File: config.mk
export PLATFORM = sky130hd
export DESIGN_NAME = menu_window_overlay
export DESIGN_NICKNAME = d
export VERILOG_FILES = /design/src/rtl/menu_overlay_pkg.sv /design/src/rtl/menu_window_hit.sv /design/src/rtl/menu_window_overlay.sv
export SDC_FILE = /design/constraint.sdc
export NUM_CORES = 1
export LEC_CHECK = 0
export BUFFER_PORTS_ARGS = -buffer_cell sky130_fd_sc_hd__buf_2
export CAP_MARGIN = 20
export CORE_MARGIN = 5
export CORE_UTILIZATION = 55
export DETAILED_ROUTE_END_ITERATION = 8
export PLACE_DENSITY = 0.68
export SLEW_MARGIN = 20
export SYNTH_ARGS = -nofsm -noshare
export SYNTH_HDL_FRONTEND = slang
export SYNTH_HIERARCHICAL = 1
export SYNTH_SLANG_ARGS = --single-unit
File: constraint.sdc
create_clock -name clk -period 5.5 [get_ports clk]
set_input_delay 0.55 -clock clk [delete_from_list [all_inputs] [get_ports clk]]
set_output_delay 0.55 -clock clk [all_outputs]
set_load 0.05 [all_outputs]
File: src/rtl/menu_overlay_pkg.sv
// menu_overlay_pkg
// Shared definitions for the menu window overlay: coordinate widths,
// configuration field codes and the power-on geometry of window 0.
package menu_overlay_pkg;

   localparam int X_W = 11;
   localparam int Y_W = 10;

   typedef enum logic [2:0] {
      FLD_XLO = 3'd0,
      FLD_XHI = 3'd1,
      FLD_YLO = 3'd2,
      FLD_YHI = 3'd3,
      FLD_EN  = 3'd4
   } field_e;

   typedef struct packed {
      logic [X_W-1:0] x_lo;
      logic [X_W-1:0] x_hi;
      logic [Y_W-1:0] y_lo;
      logic [Y_W-1:0] y_hi;
      logic           en;
   } geom_t;

   localparam logic [X_W-1:0] WIN0_X_LO = 11'd5;
   localparam logic [X_W-1:0] WIN0_X_HI = 11'd596;
   localparam logic [Y_W-1:0] WIN0_Y_LO = 10'd96;
   localparam logic [Y_W-1:0] WIN0_Y_HI = 10'd381;

   localparam geom_t WIN0_DEFAULT = '{
      x_lo: WIN0_X_LO, x_hi: WIN0_X_HI,
      y_lo: WIN0_Y_LO, y_hi: WIN0_Y_HI,
      en:   1'b1
   };

endpackage

File: src/rtl/menu_window_hit.sv
// menu_window_hit
// One overlay window: shadow and active geometry registers plus the
// registered (stage-1) hit and border bits for the current raster position.
// Ports:
//   clk, reset        pixel clock, synchronous active-high reset
//   we, field, data   decoded shadow write for this window
//   frame_start       copies shadow (including a same-cycle write) to active
//   gr_x, gr_y        raster coordinate
//   hit, border       stage-1 registered results
module menu_window_hit
   import menu_overlay_pkg::*;
#(
   parameter int BORDER     = 3,
   parameter bit IS_DEFAULT = 1'b0
) (
   input  logic           clk,
   input  logic           reset,
   input  logic           we,
   input  logic [2:0]     field,
   input  logic [X_W-1:0] data,
   input  logic           frame_start,
   input  logic [X_W-1:0] gr_x,
   input  logic [Y_W-1:0] gr_y,
   output logic           hit,
   output logic           border
);

   localparam geom_t          RST_GEOM = IS_DEFAULT ? WIN0_DEFAULT : '0;
   localparam logic [X_W-1:0] BORDER_X = X_W'(BORDER);
   localparam logic [Y_W-1:0] BORDER_Y = Y_W'(BORDER);

   geom_t shadow, shadow_next, active;
   logic  hit_c, border_c;

   // NOTE: every always_comb output gets a default first so no path leaves it
   // unassigned, which would otherwise infer a latch.
   always_comb begin
      shadow_next = shadow;
      if (we) begin
         case (field)
            FLD_XLO: shadow_next.x_lo = data;
            FLD_XHI: shadow_next.x_hi = data;
            FLD_YLO: shadow_next.y_lo = data[Y_W-1:0];
            FLD_YHI: shadow_next.y_hi = data[Y_W-1:0];
            FLD_EN:  shadow_next.en   = data[0];
            default: ;
         endcase
      end
   end

   // Inverted bounds simply fail one of the two inclusive compares.
   // The differences are only meaningful inside the hit region, where they
   // cannot underflow; outside it the result is masked by hit_c.
   always_comb begin
      hit_c = active.en &&
              (gr_x >= active.x_lo) && (gr_x <= active.x_hi) &&
              (gr_y >= active.y_lo) && (gr_y <= active.y_hi);
      border_c = hit_c &&
                 (((gr_x - active.x_lo) < BORDER_X) ||
                  ((active.x_hi - gr_x) < BORDER_X) ||
                  ((gr_y - active.y_lo) < BORDER_Y) ||
                  ((active.y_hi - gr_y) < BORDER_Y));
   end

   // NOTE: sequential state uses non-blocking assignments so every register
   // samples pre-edge values regardless of statement order.
   always_ff @(posedge clk) begin
      if (reset) begin
         shadow <= RST_GEOM;
         active <= RST_GEOM;
         hit    <= 1'b0;
         border <= 1'b0;
      end else begin
         shadow <= shadow_next;
         if (frame_start) active <= shadow_next;
         hit    <= hit_c;
         border <= border_c;
      end
   end

endmodule

File: src/rtl/menu_window_overlay.sv
// menu_window_overlay
// Menu overlay generator: N_WIN double-buffered rectangular windows checked
// against the raster position, lowest index wins. Two-stage pipeline.
// Ports:
//   clk, reset                     pixel clock, synchronous active-high reset
//   enable                         overlay enable, pipelined with coordinates
//   gr_x, gr_y                     raster coordinate
//   frame_start                    commits geometry, advances blink counter
//   cfg_we/idx/field/data          shadow register write port
//   sel_valid, sel_idx             selection highlight request
//   out_bg, out_frame, out_sel     fill, border, blinking highlight flags
//   out_id                         winning window (0 when out_bg = 0)
module menu_window_overlay
   import menu_overlay_pkg::*;
#(
   parameter int N_WIN        = 4,
   parameter int BORDER       = 3,
   parameter int BLINK_FRAMES = 16
) (
   input  logic           clk,
   input  logic           reset,
   input  logic           enable,
   input  logic [X_W-1:0] gr_x,
   input  logic [Y_W-1:0] gr_y,
   input  logic           frame_start,
   input  logic           cfg_we,
   input  logic [2:0]     cfg_idx,
   input  logic [2:0]     cfg_field,
   input  logic [X_W-1:0] cfg_data,
   input  logic           sel_valid,
   input  logic [2:0]     sel_idx,
   output logic           out_bg,
   output logic           out_frame,
   output logic           out_sel,
   output logic [2:0]     out_id
);

   localparam int             CW       = (BLINK_FRAMES > 1) ? $clog2(BLINK_FRAMES) : 1;
   localparam logic [CW-1:0]  CNT_LAST = CW'(BLINK_FRAMES - 1);

   logic [N_WIN-1:0] hit_s1, border_s1;
   logic             en_s1;
   logic [CW-1:0]    blink_cnt;
   logic             blink_on;

   // Writes to nonexistent windows match no instance and are dropped.
   for (genvar i = 0; i < N_WIN; i++) begin : g_win
      menu_window_hit #(
         .BORDER     (BORDER),
         .IS_DEFAULT (i == 0)
      ) u_win (
         .clk         (clk),
         .reset       (reset),
         .we          (cfg_we && (cfg_idx == 3'(i))),
         .field       (cfg_field),
         .data        (cfg_data),
         .frame_start (frame_start),
         .gr_x        (gr_x),
         .gr_y        (gr_y),
         .hit         (hit_s1[i]),
         .border      (border_s1[i])
      );
   end

   always_ff @(posedge clk) begin
      if (reset) begin
         en_s1     <= 1'b0;
         blink_cnt <= '0;
         blink_on  <= 1'b1;
      end else begin
         en_s1 <= enable;
         if (frame_start) begin
            if (blink_cnt == CNT_LAST) begin
               blink_cnt <= '0;
               blink_on  <= ~blink_on;
            end else begin
               blink_cnt <= blink_cnt + 1'b1;
            end
         end
      end
   end

   // Priority encoder: scan from the top so the lowest hitting index is the
   // last one assigned and therefore wins.
   logic       any_hit, win_border;
   logic [2:0] win;
   logic       bg_n, frame_n, sel_n;

   always_comb begin
      any_hit    = 1'b0;
      win_border = 1'b0;
      win        = '0;
      for (int i = N_WIN - 1; i >= 0; i--) begin
         if (hit_s1[i]) begin
            any_hit    = 1'b1;
            win_border = border_s1[i];
            win        = 3'(i);
         end
      end
      bg_n    = en_s1 && any_hit;
      frame_n = bg_n && win_border;
      // win is always < N_WIN, so an out-of-range sel_idx never matches.
      sel_n   = frame_n && sel_valid && (win == sel_idx) && blink_on;
   end

   always_ff @(posedge clk) begin
      if (reset) begin
         out_bg    <= 1'b0;
         out_frame <= 1'b0;
         out_sel   <= 1'b0;
         out_id    <= '0;
      end else begin
         out_bg    <= bg_n;
         out_frame <= frame_n;
         out_sel   <= sel_n;
         out_id    <= bg_n ? win : 3'd0;
      end
   end

endmodule

==> results.txt <==
----------------------------------------------------
[Outcome]
  Status ... complete, no violations

[Routing]
  Vias after detailed routing ... 17.7k
  Routed length per instance ... 18.4 um
  Sum of routed wire length over all layers ... 55.8 mm
  Initial DRC Count ... 1333
  Number of nets with antenna violations after detailed routing ... 0
  Post-detailed-route DRC marker count ... 0
  First-pass detailed-route iteration total ... 6
  Via count normalized by instance count ... 5.81

[Logic synthesis]
  Number of synthesized register bits ... 363
  Average instance area after synthesis ... 8.48 um^2
  Syn_nets ... 2724
  Sequential element share of the synthesized area ... 34.4%
  Most area-hungry cell type in the Yosys netlist ... sky130_fd_sc_hd__dfxtp_1
  Flip-flop cell with the highest count after synthesis ... sky130_fd_sc_hd__dfxtp_1
  Largest cells by area after synthesis ... sky130_fd_sc_hd__dfxtp_1 34%, sky130_fd_sc_hd__ha_1 10%, sky130_fd_sc_hd__mux2i_1 8.8%, sky130_fd_sc_hd__nor2_1 7.8%, sky130_fd_sc_hd__a211oi_1 5.8%
  Cell area after synthesis ... 0.0211 mm^2
  Share of the synthesized area in the top cell type ... 34.4%
  Number of distinct library cells after synthesis ... 89
  Number of enable-type register cells in the synthesized netlist ... 0
  Warning count from the yosys run ... 6
  Async set-reset flop share out of synthesis ... 0%
  Number of instances in the synthesized netlist ... 2492

[Pwr]
  Proportion of power drawn by flip-flops and latches ... 41.8%
  Power per cell area ... 282 mW/mm^2
  Peak VDD IR ... 0.000242 V
  Static power due to leakage ... 9.53 nW
  Portion of total power attributed to combinational logic ... 17.8%
  Switching fraction of total power ... 28.4%
  Total net switching power ... 1.85 mW
  Design internal power ... 4.67 mW
  Clk pwr share ... 40.3%

[Clocking]
  Root Buffer Master ... sky130_fd_sc_hd__clkbuf_16
  TritonCTS clock tree ... built
  # Post-CTS Setup Buffers ... 0
  Worst-skew pair later-pin latency ... 560 ps
  Max clock buf depth ... 3
  Quantity of hold-fixing buffers added after cts ... 0
  CTS clock-pin slew for the worst setup and hold paths ... 60 ps
  Number of H-tree levels ... 2
  CTS Buf Count ... 40
  Number of clock sinks ... 363
  Post-CTS sizing ... 0

[Layout]
  Leading cell types in the layout, fill and taps excluded ... 439 x sky130_fd_sc_hd__nor2_1, 363 x sky130_fd_sc_hd__dfxtp_1, 218 x sky130_fd_sc_hd__inv_1, 186 x sky130_fd_sc_hd__mux2i_1, 169 x sky130_fd_sc_hd__ha_1
  Post-route standard cell area excluding fillers ... 0.0231 mm^2
  Growth of design area from synthesis to finish ... 9.46%
  Count of inserted antenna diode cells ... 0
  Most common library cell in the layout ignoring fill and taps ... sky130_fd_sc_hd__nor2_1
  Number of nets in the layout ... 2731
  Cell Count, Final, Fillers Out ... 3038
  Layout cell share with drive strength beyond 1 ... 7.68%

[Timing]
  Portion of the clock cycle consumed by the worst path in the final layout ... 52.1%
  Worst hold margin ... 247 ps
  Tmin final ... 2870 ps
  Max-slew violations ... 0
  Worst Max-Slew Pin Slew ... 1160 ps
  Smallest setup slack after layout ... 2630 ps
  Final hold violation count ... 0
  Setup Total Neg Slack ... 0 ps
  Max-slew headroom at the worst pin ... 22.6%
  FMAX ... 0.349 GHz
  RSZ-0062 raised after global routing ... false
  Max Clock Skew ... 12.4 ps
  Final number of setup-violating endpoints ... 0

[Setup path]
  Crit path largest cell delay ... 510 ps
  Critical path's top delay family ... compound AO/OA/AOI/OAI gates
  Worst Setup End Kind ... flip-flop
  Sequence of cells on the critical path ... inv_1, ha_1, fa_1, nand2b_1, a21oi_1, o2111a_1, o21ai_0, a21oi_1, o21ai_0, or4_1, a31oi_1
  Worst Path Class, Setup ... flip-flop to flip-flop
  Critical path peak fanout ... 4
  Required time of the worst setup path ... 5990 ps
  Slowest cell on the critical path ... sky130_fd_sc_hd__or4_1
  CP bufs+invs ... 1
  Startpoint type of the worst setup path ... flip-flop
  Data arrival at the endpoint of the critical path ... 3360 ps

[Place]
  Detailed placer's ending HPWL ... 36.7 mm
  Cell count after placement ... 2967
  Number of port buffers ... 51
  Worst setup slack after placement ... 2130 ps
  Routability congestion estimate from global placement ... 0.896
  Cell area after placement ... 0.0219 mm^2

[Global route]
  Largest net degree at the start of global routing ... 162
  Antenna violations before repair ... 1
  Global-route met2 utilization ... 41.0%
  Global-route wire length before repair ... 87.8 mm
  Met1 routing resource usage after global routing ... 37.1%
  Global-route congestion overflow total ... 0
  Vias in the first global route ... 16.5k
  Global routing met3 resource utilization ... 3.58%
  Overall track demand over capacity in global routing ... 26.0%
  Top Usage Layer GRT ... met2

[Flow run]
  Number of max-cap violations ... 0

[Floorplan]
  Number of placement rows ... 71
  Die area ... 0.0425 mm^2
  Die X ... 206 um
  Placeable core region ... 0.0378 mm^2
  Number of ports placed on the die boundary ... 53
  Vertical extent of the die ... 206 um
  Starting Density ... 55.9%

[Worst hold path]
  Worst Hold Class ... primary input to flip-flop

----------------------------------------------------
power groups by stage:
stage                     combinational, mW  clock, mW  sequential [mW]
after global placement                 1.12          0             2.79
after global routing                   1.29       2.82             2.74
after CTS                              1.15       2.70             2.73
final                                  1.16       2.63             2.73
after detailed placement               1.14          0             2.79
after floorplan                       0.845          0             2.78
final timing paths:
| kind | from | to | slack [ps] | cells after the start |
|---|---|---|---|---|
| max | g_win[2].u_win/active[1]$_SDFFE_PP0P_ | g_win[2].u_win/border$_SDFF_PP0_ | 2630 | 11 |
| min | enable | en_s1$_SDFF_PP0_ | 250 | 2 |
| max reg2reg | g_win[2].u_win/active[1]$_SDFFE_PP0P_ | g_win[2].u_win/border$_SDFF_PP0_ | 2630 | 11 |
| min reg2reg | g_win[0].u_win/shadow[17]$_SDFF_PP1_ | g_win[0].u_win/shadow[17]$_SDFF_PP1_ | 470 | 2 |
metal layers:
layer | up-vias | part of all wire, %
met5 | - | 0
met4 | 0 | 3.4
met3 | 112 | 5.6
met2 | 466 | 43
met1 | 8250 | 48
li1 | 8832 | -
area by class of cell:
cell class              count  area, um^2
fillers                  3424       14700
multi-input cells        1811       12700
flip-flops and latches    363        7270
clock buffers              56        1170
inverters                 219         822
well taps                 511         639
repair buffers             64         398
clock inverters            14         109
per-stage QoR:
| stage | total power, mW | utilization (%) |
|---|---|---|
| finish | 6.53 | 61.1 |
| floorplan | 3.62 | - |
| CTS | 6.58 | 61.1 |
| global placement | 3.91 | 57.7 |
| global route | 6.84 | 61.1 |
| detailed placement | 3.93 | 57.7 |
state kept, by name, summed over array words and instances (netlist names):
register / count
blink_cnt: 4
blink_on: 1
en_s1: 1
g_win.u_win/active: 172
g_win.u_win/border: 4
g_win.u_win/hit: 4
g_win.u_win/shadow: 172
out_bg: 1
out_frame: 1
out_id: 2
out_sel: 1
kinds of logic (layout without fill, tap and decap cells):
family	Yosys count	after routing	share of synthesized area, %
AOI/OAI and AO/OA	570	570	18.6
xor gates and xnor gates	63	63	2.61
adders and majority gates	185	185	11.5
buffers and inverters	318	353	5.71
DFF	363	363	34.4
muxes	191	191	9.07
other	1	1	0.0177
and+or+nand+nor	801	801	18.1
synth_stat cells (6+ instances only):
cell	count
sky130_fd_sc_hd__nand3_1	28
sky130_fd_sc_hd__ha_1	169
sky130_fd_sc_hd__a211o_1	6
sky130_fd_sc_hd__and4_1	9
sky130_fd_sc_hd__nand4b_1	7
sky130_fd_sc_hd__nor2_1	439
sky130_fd_sc_hd__o221ai_1	9
sky130_fd_sc_hd__nand2_1	73
sky130_fd_sc_hd__nor4_1	17
sky130_fd_sc_hd__o31ai_1	7
sky130_fd_sc_hd__nand3b_1	7
sky130_fd_sc_hd__or2_1	9
sky130_fd_sc_hd__buf_1	9
sky130_fd_sc_hd__xnor2_1	31
sky130_fd_sc_hd__o21a_1	24
sky130_fd_sc_hd__inv_1	218
sky130_fd_sc_hd__or3_1	6
sky130_fd_sc_hd__nand2b_1	45
sky130_fd_sc_hd__o22ai_1	16
sky130_fd_sc_hd__a21oi_1	123
sky130_fd_sc_hd__a211oi_1	162
sky130_fd_sc_hd__or2_2	17
sky130_fd_sc_hd__clkbuf_1	82
sky130_fd_sc_hd__nand4_1	23
sky130_fd_sc_hd__nor3b_1	13
sky130_fd_sc_hd__o21ai_1	10
sky130_fd_sc_hd__o211ai_1	17
sky130_fd_sc_hd__o21bai_1	9
sky130_fd_sc_hd__mux2i_1	186
sky130_fd_sc_hd__fa_1	16
sky130_fd_sc_hd__a21o_1	25
sky130_fd_sc_hd__nor3_1	40
sky130_fd_sc_hd__dfxtp_1	363
sky130_fd_sc_hd__nor2b_1	27
sky130_fd_sc_hd__o2111ai_1	9
sky130_fd_sc_hd__o31a_1	7
sky130_fd_sc_hd__xor2_1	32
sky130_fd_sc_hd__and3_1	7
sky130_fd_sc_hd__a31oi_1	22
sky130_fd_sc_hd__buf_2	7
sky130_fd_sc_hd__o21ai_0	62
Note: power is estimated with default switching activity, not from simulation.
